[src/rtl/wr_burst_sched.sv]
// Write-burst scheduler: tracks fifo_word occupancy, requests an SDRAM burst when the
// fifo fills (or on flush), then streams exactly burst_len words out behind the grant.
module wr_burst_sched #(
  parameter int ADDR_W = 24,
  parameter int BURST  = 4
) (
  input  logic              clk,
  input  logic              n_rst,
  input  logic              fifo_write_enable,
  input  logic              fifo_full,
  input  logic              fifo_empty,
  input  logic [31:0]       fifo_rdata,
  output logic              fifo_read_enable,
  input  logic              flush,
  input  logic              cfg_load,
  input  logic [ADDR_W-1:0] cfg_addr,
  output logic              burst_req,
  output logic [ADDR_W-1:0] burst_addr,
  output logic [2:0]        burst_len,
  input  logic              burst_grant,
  output logic [31:0]       sdram_wdata,
  output logic              sdram_wvalid,
  output logic              burst_done,
  output logic              underrun
);

  localparam int CW = $clog2(BURST + 1);

  typedef enum logic [2:0] {IDLE, REQ, POP, DRAIN, DONE} state_t;

  state_t        state, state_nxt;
  logic [CW-1:0] occ;
  logic [2:0]    beat;
  logic          pop_slot, start, last_pop, wr_inc;
  logic [1:0]    vld_pipe;

  assign wr_inc   = fifo_write_enable && !fifo_full;
  assign start    = (occ == CW'(BURST)) || (flush && (occ != '0));
  assign last_pop = (beat == burst_len - 3'd1);

  // state register
  always_ff @(posedge clk or negedge n_rst) begin
    if (!n_rst) state <= IDLE;
    else        state <= state_nxt;
  end

  // next-state
  always_comb begin
    state_nxt = state;
    case (state)
      IDLE:    if (start)       state_nxt = REQ;
      REQ:     if (burst_grant) state_nxt = POP;
      POP:     if (last_pop)    state_nxt = DRAIN;
      DRAIN:                    state_nxt = DONE;
      DONE:                     state_nxt = IDLE;
      default:                  state_nxt = IDLE;
    endcase
  end

  // outputs; a pop slot with an empty fifo is suppressed but still counts as a beat
  always_comb begin
    pop_slot         = (state == POP);
    fifo_read_enable = pop_slot && !fifo_empty;
    burst_req        = (state == REQ);
    burst_done       = (state == DONE);
  end

  assign vld_pipe[0]  = fifo_read_enable;
  assign sdram_wvalid = vld_pipe[1];
  assign sdram_wdata  = sdram_wvalid ? fifo_rdata : 32'd0;

  always_ff @(posedge clk or negedge n_rst) begin
    if (!n_rst) begin
      occ         <= '0;
      beat        <= '0;
      burst_len   <= '0;
      burst_addr  <= '0;
      underrun    <= 1'b0;
      vld_pipe[1] <= 1'b0;
    end else begin
      vld_pipe[1] <= vld_pipe[0];
      case ({wr_inc, pop_slot})
        2'b10:   if (occ != CW'(BURST)) occ <= occ + CW'(1);
        2'b01:   if (occ != '0)         occ <= occ - CW'(1);
        default: ;
      endcase
      beat <= pop_slot ? beat + 3'd1 : 3'd0;
      if (state == IDLE && start) burst_len <= 3'(occ);
      // cfg_load wins over the same-cycle start because burst_addr is only read after REQ
      if (state == IDLE && cfg_load) burst_addr <= cfg_addr;
      else if (state == DONE)        burst_addr <= burst_addr + ADDR_W'(burst_len);
      if (pop_slot && fifo_empty) underrun <= 1'b1;
    end
  end

endmodule
[config.mk]
export PLATFORM = sky130hd
export DESIGN_NAME = wr_burst_sched
export DESIGN_NICKNAME = d
export VERILOG_FILES = /design/src/rtl/wr_burst_sched.sv
export SDC_FILE = /design/constraint.sdc
export NUM_CORES = 1
export LEC_CHECK = 0
export BUFFER_PORTS_ARGS = -buffer_cell sky130_fd_sc_hd__buf_2
export CORE_UTILIZATION = 40
export DETAILED_ROUTE_END_ITERATION = 12
export PLACE_DENSITY = 0.77
export SLEW_MARGIN = 20
export SYNTH_ARGS = -nofsm -noshare
export SYNTH_HDL_FRONTEND = slang
export SYNTH_SLANG_ARGS = --single-unit
[constraint.sdc]
create_clock -name clk -period 1.75 [get_ports clk]
set_input_delay 0.4375 -clock clk [delete_from_list [all_inputs] [get_ports clk]]
set_output_delay 0.4375 -clock clk [all_outputs]
set_load 0.02 [all_outputs]
==> results of run 1 <==
[kinds of logic (layout without fill, tap and decap cells)]
family	after synthesis	in the layout	synth area share (%)
AOI/OAI and AO/OA	37	37	10.51
adders and majority gates	9	9	5.555
and+or+nand+nor	119	119	27.67
buffers and inverters	17	189	2.887
muxes	2	2	0.9259
xor gates and xnor gates	29	29	11.06
DFF	38	38	41.39
[repair_timing]
item | 4_1_cts | 5_1_grt
pin swaps | 14 | 12
endpoints found under the setup margin | 23 | 31
buffers inserted | 10 | 6
hold buffers | 0 | 0
gates resized for setup | 40 | 15
[layout make-up]
class	count	area (um2)	share of cell area [%]
sequential	38	958.4	25.81
multi-input combinational	196	1486	40.03
timing repair buffer	173	1055	28.40
inverter	8	32.53	0.8760
clock buffer	7	86.33	2.325
tap	72	90.09	2.426
clock inverter	1	5.005	0.1348
[path summary, 6_finish.rpt]
check	startpoint	endpoint	slack, ns	cells past startpoint
max reg2reg	burst_len[0]$_DFFE_PN0P_	burst_addr[16]$_DFFE_PN0P_	-0.13	8
min in group clk	fifo_empty	sdram_wvalid$_DFF_PN0_	0.34	2
max	burst_len[0]$_DFFE_PN0P_	burst_addr[16]$_DFFE_PN0P_	-0.13	8
min	n_rst	burst_addr[8]$_DFFE_PN0P_	0.07	1
min reg2reg	underrun$_DFFE_PN0P_	underrun$_DFFE_PN0P_	0.47	1
max in group asynchronous	n_rst	underrun$_DFFE_PN0P_	1.22	2
[cell usage in the layout (no fill, tap or decap), drive strengths merged]
cell type    n
a2111oi      1
a211oi       2
a21o         2
a21oi        8
a22oi        1
a31oi        1
and2        34
and3         5
and3b        1
and4         2
buf        173
clkbuf       7
clkinv       1
dfrtp       38
fa           2
ha           7
inv          8
mux2         1
mux2i        1
nand2       36
nand2b       2
nand3       11
nand3b       1
nand4        5
nor2        13
nor2b        1
nor3         4
nor3b        1
nor4         1
nor4b        1
o21ai       22
or3b         1
xnor2        9
xor2        20
[where the power goes]
group	switching [mW]	internal (mW)	total (mW)	leakage (nW)
combinational	2.01	1.74	3.75	1.34
clock	0.307	0.318	0.625	0.0482
sequential	0.419	1.29	1.70	0.457
total	2.73	3.35	6.08	1.85
[routing by layer]
metal | up-vias | share of wire [%] | track usage [%]
met2 | 108 | 54 | 44.51
met4 | 0 | 2.7 | 13.02
met3 | 18 | 6.3 | 5.176
met5 | - | 0 | 0
li1 | 1182 | - | -
met1 | 1159 | 37 | 26.36
[registers in the layout, indices dropped and copies added, names as in the netlist]
signal and cells:
state 3, occ 3, burst_addr 24, sdram_wvalid 1, beat 3, underrun 1
burst_len 3
[metrics by stage]
step	util, %	instance area, um2	power, mW
CTS	65.42	3602	5.872
global placement	59.71	3288	4.732
finish	67.44	3714	6.080
global route	67.44	3714	6.487
floorplan	-	2349	3.542
detailed placement	59.71	3288	4.836
==> metrics.cfg, run 1 <==
[sta]
tns_ns = -1.382
setup_violations = 18
fin_skew_ns = 0.007588
fin_crit_sh_pct = 107.5
clock.fmax_mhz = 531.4
hold_viol = 0
worst_slew_pin_slew_ns = 0.4177
rsz0062_at_grt = yes
fin_hold_ws_ns = 0.07027
maxSlewViolCount = 0
worst_slack_ns = -0.1319
fin_crit_ns = 1.882
max_slew_margin_pct = 72.16

[logic_synthesis]
ys.flop_type = dfrtp_1
yosysUniqueCellTypes = 36
synth_nets = 324
yosysTopAreaCell = dfrtp_1
ys_seq_area_share_pct = 41.39
synth.most_common_cell = dfrtp_1
yosys-top-cells-area = dfrtp_1, and2_1, xor2_1, nand2_1, ha_1
synth.top_cell.area_share_pct = 41.39
synth_edf_count = 0
ys_ff_latch = 38
netlist_top_cells_count = dfrtp_1, nand2_1, and2_1
yosysWarnings = 0
async_flop_share_pct = 100.0
syn-cell-area_um2 = 2297
synth_cells = 251
syn_area_per_cell_um2 = 9.152

[critical_path]
critPathBufInv = 1
cpPeakStageDelay_ns = 0.43
required_ns = 1.93
path_cells = ha_4, fa_2, a21oi_4, nor4_4, buf_4, nand3_2, xor2_1, o21ai_1
end_kind = flop
cp_slowest_cell = dfrtp_2
cp.arrival_ns = 2.06
cp_top_family = adder cells
cp_max_fo = 4
worst_setup_path_start_kind = flop
path_class = reg2reg

[grt]
grt_pass1_vias = 2479
grt_pass1_wl_um = 11370
grt_max_degree = 39
grt_antenna_before_repair = 0
grtUsageTotal_pct = 24.48
grt_overflow = 0

[floorplanning]
core_area_um2 = 5507
start_util_pct = 41.72
die_width_um = 77.78
num_rows = 27
io_pins = 128
die_h_um = 77.78
die-area_um2 = 6050

[clock_tree]
clockBufferDepth = 2
clkTransAtPathRegs_ns = 0.07
clock-sinks = 38
cts_tree = yes
cts_inserted_buffers = 5
root_buffer = clkbuf_8
h-tree-depth = 2
clock_latency_ns = 0.29

[drt]
wl_um = 7279
ant_nets = 0
drt-initial-drc-count = 110
dr.pass1.iters = 4
wl_per_cell_um = 14.71
drc = 0
vias = 2467
drt-vias-per-instance = 4.984

[run]
maxCapViolations = 0

[placed_design]
gp_congestion = 0.8138
port_buffers = 127
place_ws_ns = -0.1098
place_inst = 471
hpwl_um = 5290

[pwr]
powerDensity_nw_per_um2 = 1637
irDropWorstVdd_mv = 1.052
power.leakage_nw = 1.846

[run_status]
violations = setup timing
status = finished with violations

[min_path]
worstHoldPathType = in2async

[cells_and_area]
n_fill_cell = 447
area_delta_synth_final_pct = 61.66
antenna_cells = 0
stdcell_count = 495
layout-drive-gt1-share_pct = 53.43
nNetsFinal = 495

No activity file was read; power rests on OpenSTA's default activity.
==> run 2, diff against run 1 <==
--- a/config.mk
+++ b/config.mk
@@ -9,6 +9,8 @@
 export CORE_UTILIZATION = 40
 export DETAILED_ROUTE_END_ITERATION = 12
 export PLACE_DENSITY = 0.77
+export RECOVER_POWER = 25
+export REMOVE_ABC_BUFFERS = 1
 export SLEW_MARGIN = 20
 export SYNTH_ARGS = -nofsm -noshare
 export SYNTH_HDL_FRONTEND = slang
==> metrics.cfg, run 2 (same netlist as run 1, synthesis figures left out) <==
[sta]
worst_slack_ns = -0.1560
fin_skew_ns = 0.009290
hold_viol = 0
fin_crit_sh_pct = 108.9
worst_slew_pin_slew_ns = 0.9722
rsz0062_at_grt = yes
clock.fmax_mhz = 524.7
tns_ns = -2.108
setup_violations = 23
maxSlewViolCount = 0
max_slew_margin_pct = 35.19
fin_crit_ns = 1.906

[drt]
drc = 0
ant_nets = 0
wl_um = 7124
wl_per_cell_um = 14.25
drt-vias-per-instance = 4.944
drt-initial-drc-count = 52
vias = 2472
dr.pass1.iters = 4

[run_status]
violations = setup timing
status = finished with violations

[critical_path]
critPathMostFrequentCell = buf_4
cp_max_fo = 7
required_ns = 1.97
path_cells = ha_4, fa_2, a21oi_2, buf_4, nor4_4, buf_6, buf_4, xnor2_2, o21ai_1
path_class = reg2reg
worst_setup_path_start_kind = flop
end_kind = flop
cp_slowest_cell = dfrtp_1
cpPeakStageDelay_ns = 0.42
rr_worst_depth = 9
cp.arrival_ns = 2.12

[grt]
grt_pass1_vias = 2230
grtUsageTotal_pct = 22.11
grt_pass1_wl_um = 10430
grt_antenna_before_repair = 0
grt_max_degree = 39
grt_overflow = 0

[placed_design]
gp_congestion = 0.8606
port_buffers = 127
place_inst = 472
hpwl_um = 4907

[cells_and_area]
n_fill_cell = 460
regMostFlops = burst_addr
area_delta_synth_final_pct = 62.85
layout_common_cells = buf_2, buf_4, dfrtp_1, nand2_1, and2_1
stdcell_count = 500
layout-drive-gt1-share_pct = 53.27
largest_register_ffs = 24
nNetsFinal = 501
mostFrequentLayoutCell = buf_2
antenna_cells = 0

[pwr]
irDropWorstVdd_mv = 0.8894
power.leakage_nw = 1.880
powerDensity_nw_per_um2 = 1657

[min_path]
hold_depth = 3
worstHoldPathType = in2reg

[clock_tree]
clock_latency_ns = 0.29
cts_inserted_buffers = 5
h-tree-depth = 2
clock-sinks = 38
clkTransAtPathRegs_ns = 0.08
root_buffer = clkbuf_8
clockBufferDepth = 2
cts_tree = yes
ctsHoldBuffers = 0

[floorplanning]
num_rows = 27
start_util_pct = 41.72
io_pins = 128
core_area_um2 = 5507
die_width_um = 77.78
die_h_um = 77.78
die-area_um2 = 6050

[run]
maxCapViolations = 0

==> run 2: cell types whose count changed in the layout (fill, tap and decap cells not counted), moves of 3 or more <==
cell     previous run  this run
nand3_1             2         9
dfrtp_2             6         0
buf_4              36        41
o21ai_1            11         8
dfrtp_1            32        38
nand3_2             8         1
==> run 2: power breakdown <==
| part | internal [mW] | switching, mW | total [mW] |
|---|---|---|---|
| Sequential | 1.27 | 0.385 | 1.66 |
| Combinational | 1.88 | 2.07 | 3.95 |
| Clock | 0.273 | 0.317 | 0.591 |
==> run 2: worst paths after layout <==
check,from,end,slack [ns]
setup / recovery,burst_len[0]$_DFFE_PN0P_,burst_addr[10]$_DFFE_PN0P_,-0.16
hold / removal,cfg_addr[12],burst_addr[12]$_DFFE_PN0P_,0.34
setup reg to reg,burst_len[0]$_DFFE_PN0P_,burst_addr[10]$_DFFE_PN0P_,-0.16
hold reg to reg,beat[0]$_DFF_PN0_,beat[0]$_DFF_PN0_,0.49
max in group asynchronous,n_rst,burst_addr[9]$_DFFE_PN0P_,0.77
min in group asynchronous,n_rst,beat[0]$_DFF_PN0_,0.37
==> run 2: cell type report <==
| type | instances | area [um2] | area share, % |
|---|---|---|---|
| flip-flops and latches | 38 | 950.9 | 25.42 |
| repair buffers | 179 | 1101 | 29.43 |
| clock buffers | 6 | 72.57 | 1.940 |
| multi-input cells | 196 | 1469 | 39.26 |
| clock inverters | 1 | 7.507 | 0.2007 |
| well taps | 72 | 90.09 | 2.408 |
| inverters | 8 | 50.05 | 1.338 |
==> run 2: per-layer routing <==
layer | up-vias | GRT usage [%] | wire length [um]
met5 | - | 0 | 0
met4 | 0 | 5.660 | 168
met3 | 14 | 5.412 | 476
met2 | 98 | 43.01 | 3800
met1 | 1168 | 23.40 | 2679
li1 | 1192 | - | -
==> run 2: worst max-delay path, delay by kind of cell, from the launching register on <==
| family | cells | cell delay (ns) |
|---|---|---|
| buffers and inverters | 3 | 0.44 |
| AND/OR/NAND/NOR | 1 | 0.04 |
| adder cells (fa/ha/maj) | 2 | 0.53 |
| AO/OA/AOI/OAI | 2 | 0.28 |
| flip-flops | 1 | 0.42 |
| XOR/XNOR | 1 | 0.12 |
==> run 2: stage by stage <==
stage	area [um2]	power [mW]	hold WS [ns]	setup WS, ns	utilization (%)
finish	3741	6.199	0.3426	-0.1560	67.94
global route	3741	6.609	0.3521	-0.2417	67.94
CTS	3562	5.648	0.1046	-0.1498	64.69
detailed placement	3257	4.676	0.4196	-0.2156	59.15
global placement	3257	4.567	0.4196	-0.1322	59.15
floorplan	2261	3.370	0.1419	-0.2513	-
==> run 2: repair_timing <==
item | 4_1_cts | 5_1_grt
setup buffers | 14 | 10
pin swaps | 14 | 18
cloned | 0 | 0
gates resized for setup | 34 | 32
endpoints found under the setup margin | 23 | 28
